File: src/rtl/alu_pkg.sv
// Shared opcode and state definitions for the multi-cycle ALU.
package alu_pkg;

    localparam int unsigned ALUSEL_W = 4;

    typedef enum logic [3:0] {
        OP_PASSA = 4'h0,
        OP_PASSB = 4'h1,
        OP_INCA  = 4'h2,
        OP_INCB  = 4'h3,
        OP_ADD   = 4'h4,
        OP_SUB   = 4'h5,
        OP_AND   = 4'h6,
        OP_OR    = 4'h7,
        OP_SHR1  = 4'h8,
        OP_SHL1  = 4'h9,
        OP_XOR   = 4'hA,
        OP_NOT   = 4'hB,
        OP_ADC   = 4'hC,
        OP_SHRN  = 4'hD,
        OP_SHLN  = 4'hE,
        OP_MUL   = 4'hF
    } alu_op_e;

    typedef enum logic [1:0] {
        ST_IDLE = 2'd0,
        ST_EXEC = 2'd1,
        ST_ITER = 2'd2
    } alu_state_e;

    // Opcodes at or above this value run on the iterative datapath.
    localparam logic [3:0] OP_ITER_MIN = 4'hD;

    function automatic logic is_iter_op(input logic [3:0] op);
        return (op >= OP_ITER_MIN);
    endfunction

endpackage

File: src/rtl/alu_comb.sv
// Single-cycle combinational datapath for opcodes 0..C.
module alu_comb
    import alu_pkg::*;
#(
    parameter int unsigned W = 8
) (
    input  logic [3:0]   op_i,
    input  logic [W-1:0] a_i,
    input  logic [W-1:0] b_i,
    input  logic         cin_i,
    output logic [W-1:0] result_o,
    output logic         carry_o,
    output logic         ovf_o
);

    logic [W:0] sum;

    always_comb begin
        sum      = '0;
        result_o = '0;
        carry_o  = 1'b0;
        ovf_o    = 1'b0;
        case (op_i)
            OP_PASSA: result_o = a_i;
            OP_PASSB: result_o = b_i;
            OP_INCA: begin
                sum      = {1'b0, a_i} + (W+1)'(1);
                result_o = sum[W-1:0];
                carry_o  = sum[W];
                ovf_o    = ~a_i[W-1] & sum[W-1];
            end
            OP_INCB: begin
                sum      = {1'b0, b_i} + (W+1)'(1);
                result_o = sum[W-1:0];
                carry_o  = sum[W];
                ovf_o    = ~b_i[W-1] & sum[W-1];
            end
            OP_ADD, OP_ADC: begin
                sum      = {1'b0, a_i} + {1'b0, b_i}
                         + (W+1)'((op_i == OP_ADC) ? cin_i : 1'b0);
                result_o = sum[W-1:0];
                carry_o  = sum[W];
                ovf_o    = (a_i[W-1] == b_i[W-1]) && (sum[W-1] != a_i[W-1]);
            end
            // Bit W of the wide difference is the borrow.
            OP_SUB: begin
                sum      = {1'b0, a_i} - {1'b0, b_i};
                result_o = sum[W-1:0];
                carry_o  = sum[W];
                ovf_o    = (a_i[W-1] != b_i[W-1]) && (sum[W-1] != a_i[W-1]);
            end
            OP_AND:  result_o = a_i & b_i;
            OP_OR:   result_o = a_i | b_i;
            OP_SHR1: begin
                result_o = {1'b0, a_i[W-1:1]};
                carry_o  = a_i[0];
            end
            OP_SHL1: begin
                result_o = {a_i[W-2:0], 1'b0};
                carry_o  = a_i[W-1];
            end
            OP_XOR:  result_o = a_i ^ b_i;
            OP_NOT:  result_o = ~a_i;
            default: ;
        endcase
    end

endmodule

File: src/rtl/alu_multicycle.sv
// Registered ALU: single-cycle ops via alu_comb, iterative N-bit shifts and
// shift-add multiply, with registered result and CF/ZF/NF/VF flags.
module alu_multicycle
    import alu_pkg::*;
#(
    parameter int unsigned WIDTH_DATA_LENGTH   = 8,
    parameter int unsigned WIDTH_ALUSEL_LENGTH = 4
) (
    input  logic                           Clk,
    input  logic                           Rst,
    input  logic                           Start,
    input  logic [WIDTH_ALUSEL_LENGTH-1:0] ALUSel,
    input  logic                           WriteCZ,
    input  logic [WIDTH_DATA_LENGTH-1:0]   DataA,
    input  logic [WIDTH_DATA_LENGTH-1:0]   DataB,
    output logic                           Ready,
    output logic                           Done,
    output logic [WIDTH_DATA_LENGTH-1:0]   DataOut,
    output logic                           CF,
    output logic                           ZF,
    output logic                           NF,
    output logic                           VF
);

    localparam int unsigned W       = WIDTH_DATA_LENGTH;
    localparam int unsigned SHAMT_W = $clog2(W);
    localparam int unsigned CNT_W   = $clog2(W + 1);

    alu_state_e         state_q;
    alu_op_e            op_q;
    logic               wcz_q;
    logic [W-1:0]       mcand_q;
    logic [2*W-1:0]     prod_q;
    logic [CNT_W-1:0]   cnt_q;
    logic               ready_q;
    logic               done_q;
    logic [W-1:0]       dout_q;
    logic               cf_q, zf_q, nf_q, vf_q;

    logic [3:0]         sel;
    logic [SHAMT_W-1:0] shamt;
    logic [W-1:0]       comb_res;
    logic               comb_carry, comb_ovf;

    logic [2*W-1:0]     step_prod;
    logic               step_cy;
    logic [W:0]         mac_sum;

    logic               fin_valid;
    logic [W-1:0]       fin_res;
    logic               fin_cy, fin_ovf, fin_wcz;

    assign sel   = 4'(ALUSel);
    assign shamt = DataB[SHAMT_W-1:0];

    alu_comb #(.W(W)) u_comb (
        .op_i     (sel),
        .a_i      (DataA),
        .b_i      (DataB),
        .cin_i    (cf_q),
        .result_o (comb_res),
        .carry_o  (comb_carry),
        .ovf_o    (comb_ovf)
    );

    // One iteration step; prod_q low half is the shift accumulator, and for
    // multiply {high, low} is the partial product with the multiplier in low.
    always_comb begin
        step_prod = prod_q;
        step_cy   = 1'b0;
        mac_sum   = '0;
        case (op_q)
            OP_SHRN: begin
                step_prod[W-1:0] = {1'b0, prod_q[W-1:1]};
                step_cy          = prod_q[0];
            end
            OP_SHLN: begin
                step_prod[W-1:0] = {prod_q[W-2:0], 1'b0};
                step_cy          = prod_q[W-1];
            end
            OP_MUL: begin
                mac_sum   = {1'b0, prod_q[2*W-1:W]}
                          + {1'b0, (prod_q[0] ? mcand_q : W'(0))};
                step_prod = {mac_sum, prod_q[W-1:1]};
                step_cy   = |step_prod[2*W-1:W];
            end
            default: ;
        endcase
    end

    // Result/flag values written at Done, from whichever path completes.
    always_comb begin
        fin_valid = 1'b0;
        fin_res   = comb_res;
        fin_cy    = comb_carry;
        fin_ovf   = comb_ovf;
        fin_wcz   = WriteCZ;
        if (state_q == ST_IDLE && Start) begin
            if (!is_iter_op(sel)) begin
                fin_valid = 1'b1;
            end else if (sel != OP_MUL && shamt == '0) begin
                fin_valid = 1'b1;
                fin_res   = DataA;
                fin_cy    = 1'b0;
                fin_ovf   = 1'b0;
            end
        end else if (state_q == ST_ITER && cnt_q == CNT_W'(1)) begin
            fin_valid = 1'b1;
            fin_res   = step_prod[W-1:0];
            fin_cy    = step_cy;
            fin_ovf   = 1'b0;
            fin_wcz   = wcz_q;
        end
    end

    always_ff @(posedge Clk or posedge Rst) begin
        if (Rst) begin
            state_q <= ST_IDLE;
            op_q    <= OP_PASSA;
            wcz_q   <= 1'b0;
            mcand_q <= '0;
            prod_q  <= '0;
            cnt_q   <= '0;
            ready_q <= 1'b1;
            done_q  <= 1'b0;
            dout_q  <= '0;
            cf_q    <= 1'b0;
            zf_q    <= 1'b0;
            nf_q    <= 1'b0;
            vf_q    <= 1'b0;
        end else begin
            done_q <= fin_valid;
            if (fin_valid) begin
                dout_q <= fin_res;
                if (fin_wcz) begin
                    cf_q <= fin_cy;
                    zf_q <= (fin_res == '0);
                    nf_q <= fin_res[W-1];
                    vf_q <= fin_ovf;
                end
            end
            case (state_q)
                ST_IDLE: begin
                    if (Start) begin
                        ready_q <= 1'b0;
                        op_q    <= alu_op_e'(sel);
                        wcz_q   <= WriteCZ;
                        mcand_q <= DataA;
                        if (fin_valid) begin
                            state_q <= ST_EXEC;
                        end else begin
                            state_q <= ST_ITER;
                            if (sel == OP_MUL) begin
                                cnt_q  <= CNT_W'(W);
                                prod_q <= {W'(0), DataB};
                            end else begin
                                cnt_q  <= CNT_W'(shamt);
                                prod_q <= {W'(0), DataA};
                            end
                        end
                    end
                end
                ST_ITER: begin
                    prod_q <= step_prod;
                    cnt_q  <= cnt_q - CNT_W'(1);
                    if (fin_valid) begin
                        state_q <= ST_EXEC;
                    end
                end
                // Done cycle: Ready stays low, back to IDLE afterwards.
                ST_EXEC: begin
                    state_q <= ST_IDLE;
                    ready_q <= 1'b1;
                end
                default: begin
                    state_q <= ST_IDLE;
                    ready_q <= 1'b1;
                end
            endcase
        end
    end

    assign Ready   = ready_q;
    assign Done    = done_q;
    assign DataOut = dout_q;
    assign CF      = cf_q;
    assign ZF      = zf_q;
    assign NF      = nf_q;
    assign VF      = vf_q;

endmodule

File: config.mk
export PLATFORM = sky130hd
export DESIGN_NAME = alu_multicycle
export DESIGN_NICKNAME = d
export VERILOG_FILES = /design/src/rtl/alu_pkg.sv /design/src/rtl/alu_comb.sv /design/src/rtl/alu_multicycle.sv
export SDC_FILE = /design/constraint.sdc
export NUM_CORES = 1
export LEC_CHECK = 0
export ABC_AREA = 1
export BUFFER_PORTS_ARGS = -buffer_cell sky130_fd_sc_hd__buf_2
export CAP_MARGIN = 5
export CORE_UTILIZATION = 55
export CTS_BUF_LIST = sky130_fd_sc_hd__clkbuf_16
export DETAILED_ROUTE_END_ITERATION = 10
export PLACE_DENSITY = 0.74
export SETUP_SLACK_MARGIN = 0.2
export SYNTH_ARGS = -nofsm -noshare
export SYNTH_HDL_FRONTEND = slang
export SYNTH_HIERARCHICAL = 1
export SYNTH_SLANG_ARGS = --single-unit
File: constraint.sdc
create_clock -name Clk -period 3.6 [get_ports Clk]
set_clock_uncertainty 0.05 [all_clocks]
set_input_delay 0.72 -clock Clk [delete_from_list [all_inputs] [get_ports Clk]]
set_output_delay 0.72 -clock Clk [all_outputs]
set_load 0.005 [all_outputs]
======== Word-level counts from Yosys, hierarchy flattened ========
Cells that the tools add are included.
operators by class
  equality and inequality tests ........... 27
  order comparisons ....................... 1
  muxes and demuxes ....................... 40
  reductions and logical operators ........ 18
  bitwise gates (word level) .............. 9
  $add $sub $neg .......................... 7
operators with widths
  kind                                                                   count
  8-bit one-hot mux with 12 select lines                                 1
  8-bit two-way mux                                                      7
  4-bit equality test, second input constant                             9
  16-bit two-way mux                                                     2
  16-bit one-hot mux with 2 select lines                                 1
  8-bit one-hot mux with 3 select lines                                  1
  8-bit by 1-bit adder with 9-bit output, second input constant          2
  8-bit by 8-bit adder with 9-bit output                                 2
  4-bit by 3-bit equality test with 1-bit output, second input constant  4
  1-bit two-way mux                                                      16
  4-bit two-way mux                                                      3
  9-bit adder                                                            1
  8-bit by 8-bit subtractor with 9-bit output                            1
  8-bit AND                                                              1
  4-bit by 1-bit equality test with 1-bit output, second input constant  2
  4-bit by 2-bit equality test with 1-bit output, second input constant  2
  8-bit zero test                                                        1
  8-bit inverter                                                         1
  8-bit bitwise OR                                                       1
  4-bit one-hot mux with 2 select lines                                  1
  2-bit AND reduction                                                    4
  8-bit OR reduction                                                     1
  8-bit XOR                                                              1
  2-bit two-way mux                                                      3
  other kinds (23)                                                       34
storage, ports and cells
  output and inout bits ................... 14
  flip-flop bits (word level) ............. 49
  bits of input ports ..................... 24

======== Logic depth before layout (Yosys ltp) ========
  depth in word-level cells ............... 9
  gate-level depth with buffers ........... 19
  depth with buffers taken out ............ 18

======== Cells and area by module ========
The synthesis kept the hierarchy.
by module, submodules not included
  module          area an instance (sq um)  instances  cells each
  alu_multicycle  3114.2                    1          430
  alu_comb        1955.6                    1          377

======== Worst setup path before layout ========
No wires, ideal clock.
  path type ............................... input to register
  start ................................... in ALUSel[0]
  end ..................................... reg zf_q (netlist: ZF)
  setup time .............................. 0.065 ns
  data required time ...................... 3.485 ns
  stages .................................. 17
  arrival ................................. 2.810 ns
  setup slack ............................. 0.675 ns
  cell sequence ........................... nor2_2 > nand4_1 > fa_1 > fa_1 > inv_1 > nand4_1 > nand3_1 > nand2_1 > nand3_1 > nand3_1 > a21oi_1 > o21ai_0 > nand2_1 > nand2_1 > nor2_1 > nand3_1 > nand2_1
on the way
  word-level cells in the longest chain between the ends .. 8
  elaborated cells on any way between the ends .. 29
RTL lines
  item                                        line                            text
  start: declaration                          alu_multicycle.sv:12            input logic [WIDTH_ALUSEL_LENGTH-1:0] ALUSel,
  4-bit equality test                         alu_comb.sv:23, alu_comb.sv:40
  1-bit two-way mux                           alu_comb.sv:40                  + (W+1)'((op_i == OP_ADC) ? cin_i : 1'b0);
  9-bit adder                                 alu_comb.sv:40
  8-bit one-hot mux with 12 select lines (*)  alu_comb.sv:23                  case (op_i)
  net comb_res[6]                             alu_multicycle.sv:42            logic [W-1:0] comb_res;
  8-bit two-way mux                           alu_multicycle.sv:101           end else if (sel != OP_MUL && shamt == '0) begin
  8-bit two-way mux                           alu_multicycle.sv:99            if (!is_iter_op(sel)) begin
  8-bit two-way mux (*)                       alu_multicycle.sv:98            if (state_q == ST_IDLE && Start) begin
  8-bit zero test (*)                         alu_multicycle.sv:137           zf_q <= (fin_res == '0);
  end signal: assignment                      alu_multicycle.sv:137
  end: declaration                            alu_multicycle.sv:38            logic cf_q, zf_q, nf_q, vf_q;
Mark *: on every way through the listed nets, which the timed path passes. The rest lies on a longest branch.
A chain may end at the register's enable or synchronous reset.

======== Worst setup path in the final report ========
Same ends and word-level chain as after synthesis.

==> impl_metrics.yaml <==
placement:
  place_hpwl_um: 13510
  gp_congestion: 0.9711
  port_bufs: 37
synth:
  post_synth_main_area_contributors: "sky130_fd_sc_hd__dfrtp_1, sky130_fd_sc_hd__nand2_1, sky130_fd_sc_hd__ha_1"
  yosysSeqAreaShare_pct: 24.21
  synthesis.yosys.warnings: 6
  avgSynthCellArea_um2: 6.282
  synth_largest_area_cell: "sky130_fd_sc_hd__dfrtp_1"
  ys_seq_elements: 49
  yosysUniqueCellTypes: 43
  synthArstFlopShare_pct: 100.0
  synth_top_area_share_pct: 23.69
  synthCells: 807
  ys.flop_type: "sky130_fd_sc_hd__dfrtp_1"
  synth.cell_area_um2: 5070
  synthesis.nets: 873
  edff_count_synth: 0
run_status:
  run_status: "finished with violations"
  violated_checks: "design-rule violations"
global_route:
  grt_max_degree: 50
  grt-ovfl-total: 0
  global_router_s_overall_resource_usage_pct: 36.87
  grt_antenna_before_repair: 0
  wire_length_of_the_first_global_routing_pass_um: 27590
  first_global_vias: 5359
worst_setup_path:
  worst_ep_arrival_time_ps: 3260
  path_common_cell: "sky130_fd_sc_hd__nand2_1"
  critPathKind: "in2reg"
  timing.critical_path.slowest_cell_delay_ps: 390
  timing.critical_path.cells: "buf_2 -> nor2_4 -> nand4_1 -> fa_2 -> fa_1 -> inv_1 -> nand3_1 -> nand2_1 -> a21oi_1 -> o21ai_0 -> nand4_1 -> a21oi_1 -> o21ai_0 -> nand2_1 -> nand2_1 -> nor2_1 -> nand3_1 -> nand2_1"
  crit_path_start_kind: "primary input"
  timing.critical_path.max_delay_family: "simple AND/OR/NAND/NOR gates"
  worst-path-max-fanout: 8
  required_ps: 3790
  worst_path_max_delay_cell: "sky130_fd_sc_hd__fa_2"
  critPathBufInv: 2
  worst_setup_path_end_kind: "flip-flop"
layout:
  area.growth.synth_to_final_pct: 8.045
  nNetsFinal: 905
  antenna-diode-count: 0
  filler_cell_count: 854
  post_route_cells_drive_above_1_share_pct: 9.881
floorplan:
  die_area_um2: 9606
  rows: 34
  die_x_extent_um: 98.01
  floorplan.initialDensity_pct: 57.57
  core_um2: 8806
  num_io_pins: 38
  die_height_um: 98.01
clock_network:
  clkLatencyLatePin_ps: 290
  cts_tree: "done"
  clkSinkCount: 49
  cts-hold-fix-buffers: 0
  clock_tree.buffer_depth: 2
  cts_made_buffers: 5
  cts.repair_timing.setup_buffer_count: 0
  cts.htree.levels: 2
  root_buffer: "sky130_fd_sc_hd__clkbuf_16"
  clkTransAtPathRegs_ps: 70
  cts.repair.resized: 0
sta:
  final-setup-viol-count: 0
  post-route-min-period_ps: 3070
  timing.setup.tns_ps: 0
  slew_headroom_pct: 32.01
  whs_ps: 440.8
  final_min_period_over_clock_period_pct: 85.29
  maximum_clock_rate_mhz: 325.7
  finalMaxSlewViolations: 0
  worst_pin_slew_ps: 1018
  setup_repair_after_global_routing_missed_its_margin: "no"
  timing_hold_violations_final: 0
route:
  drt-pass1-iter-count: 8
  detailedRoute.firstIterationViolations: 437
  vias_per_cell: 5.883
  drt_drc_violations_left: 2
  post_route_antenna_net_violation_count: 0
  drt_wl_total_um: 17090
  avgRoutedWirePerCell_um: 18.03
  route.vias.total: 5577
power:
  vdd.ir_drop.worst_uv: 294.3
  cellLeakagePower_nw: 2.963
  finalPower_mw: 2.970
  power.density_cell_area_nw_per_um2: 542.2
hold_path:
  holdCritPathClass: "reg2reg"
job:
  drv.max_cap_violation_count: 0
[Yosys cell counts, drive strengths merged (2+ instances only)]
cell / n
a21oi: 36
and2: 3
buf: 11
clkbuf: 5
dfrtp: 48
fa: 4
ha: 38
inv: 106
nand2: 269
nand3: 65
nand4: 18
nor2: 86
nor3: 8
o211ai: 11
o21a: 4
o21ai: 57
o221a: 7
o221ai: 2
o22ai: 9
o2bb2ai: 3
o31ai: 3
xor2: 4
[metrics by stage]
stage / worst slack (ps) / cells / cell area [um2] / utilization, %
finish: 529.7 / 948 / 5478 / 62.21
global route: 228.3 / 948 / 5478 / 62.21
CTS: 421.3 / 948 / 5470 / 62.12
detailed placement: 123.7 / 940 / 5328 / 60.50
global placement: 218.8 / 940 / 5328 / 60.50
floorplan: 674.7 / 807 / 5070 / -
[worst reg2reg max path: stages (launching register included)]
cell                      delay [ps]
sky130_fd_sc_hd__dfrtp_1         400
sky130_fd_sc_hd__nand4_1         160
sky130_fd_sc_hd__fa_2            390
sky130_fd_sc_hd__fa_1            390
sky130_fd_sc_hd__inv_1           110
sky130_fd_sc_hd__nand3_1          70
sky130_fd_sc_hd__nand2_1         120
sky130_fd_sc_hd__a21oi_1          70
sky130_fd_sc_hd__o21ai_0         100
sky130_fd_sc_hd__nand4_1         150
sky130_fd_sc_hd__a21oi_1         190
sky130_fd_sc_hd__o21ai_0         110
sky130_fd_sc_hd__nand2_1          80
sky130_fd_sc_hd__nand2_1          60
sky130_fd_sc_hd__nor2_1           80
sky130_fd_sc_hd__nand3_1          70
sky130_fd_sc_hd__nand2_1          60
[metal layers]
layer | vias up | part of all wire (%) | track usage [%]
met5 | - | 0 | 0
met1 | 2582 | 39 | 44.99
li1 | 2702 | - | -
met4 | 0 | 4.1 | 17.02
met2 | 242 | 50 | 65.28
met3 | 51 | 6.9 | 3.794
[report_power, final]
group / switching (mW) / total (mW) / internal [mW]
Clock: 0.212 / 0.467 / 0.255
Sequential: 0.185 / 0.965 / 0.780
Combinational: 1.01 / 1.54 / 0.531
[path summary, 6_finish.rpt]
| kind | slack [ps] | cells past startpoint | startpoint | endpoint |
|---|---|---|---|---|
| max reg2reg | 890 | 16 | CF | ZF |
| min reg2reg | 440 | 2 | prod_q[14] | prod_q[14] |
| min in group asynchronous | 620 | 2 | Rst | state_q[0] |
| max in group asynchronous | 2250 | 2 | Rst | Done |
| max | 530 | 18 | ALUSel[0] | ZF |
| min | 440 | 2 | prod_q[14] | prod_q[14] |
[registers in the layout (all words and copies together), names as in the netlist]
| name | count |
|---|---|
| cnt_q | 4 |
| mcand_q | 8 |
| NF | 1 |
| ZF | 1 |
| Done | 1 |
| VF | 1 |
| CF | 1 |
| DataOut | 8 |
| state_q | 2 |
| op_q | 4 |
| wcz_q | 1 |
| Ready | 1 |
| prod_q | 16 |
[logic make-up (layout without fill, tap and decap cells)]
| family | after synthesis | in the layout | share of synthesized area [%] |
|---|---|---|---|
| flops | 49 | 49 | 24.21 |
| compound gates | 136 | 136 | 16.29 |
| simple gates | 453 | 453 | 38.01 |
| buf+inv | 123 | 156 | 9.847 |
| fa+ha+maj | 42 | 42 | 10.96 |
| xor+xnor | 4 | 4 | 0.6909 |
[layout by cell type (no fill, tap or decap), drive strengths merged, types with 2 or more instances in the layout]
cell	n
and2	3
o21ai	57
buf	41
o22ai	9
nand4	18
o211ai	11
clkbuf	5
o21a	4
inv	106
xor2	4
nand2	269
fa	4
ha	38
nor3	8
o2bb2ai	3
dfrtp	48
clkinv	4
o221a	7
o31ai	3
o221ai	2
nand3	65
nor2	86
a21oi	36
[area by class of cell]
| cell class | instances | area [um2] | share of cell area, % |
|---|---|---|---|
| multi-input cells | 635 | 3351 | 61.17 |
| well taps | 108 | 135.1 | 2.467 |
| flip-flops and latches | 49 | 1227 | 22.41 |
| clock buffers | 5 | 125.1 | 2.284 |
| clock inverters | 3 | 17.52 | 0.3198 |
| repair buffers | 41 | 215.2 | 3.929 |
| inverters | 107 | 406.6 | 7.423 |
(Power assumes the default switching activity.)
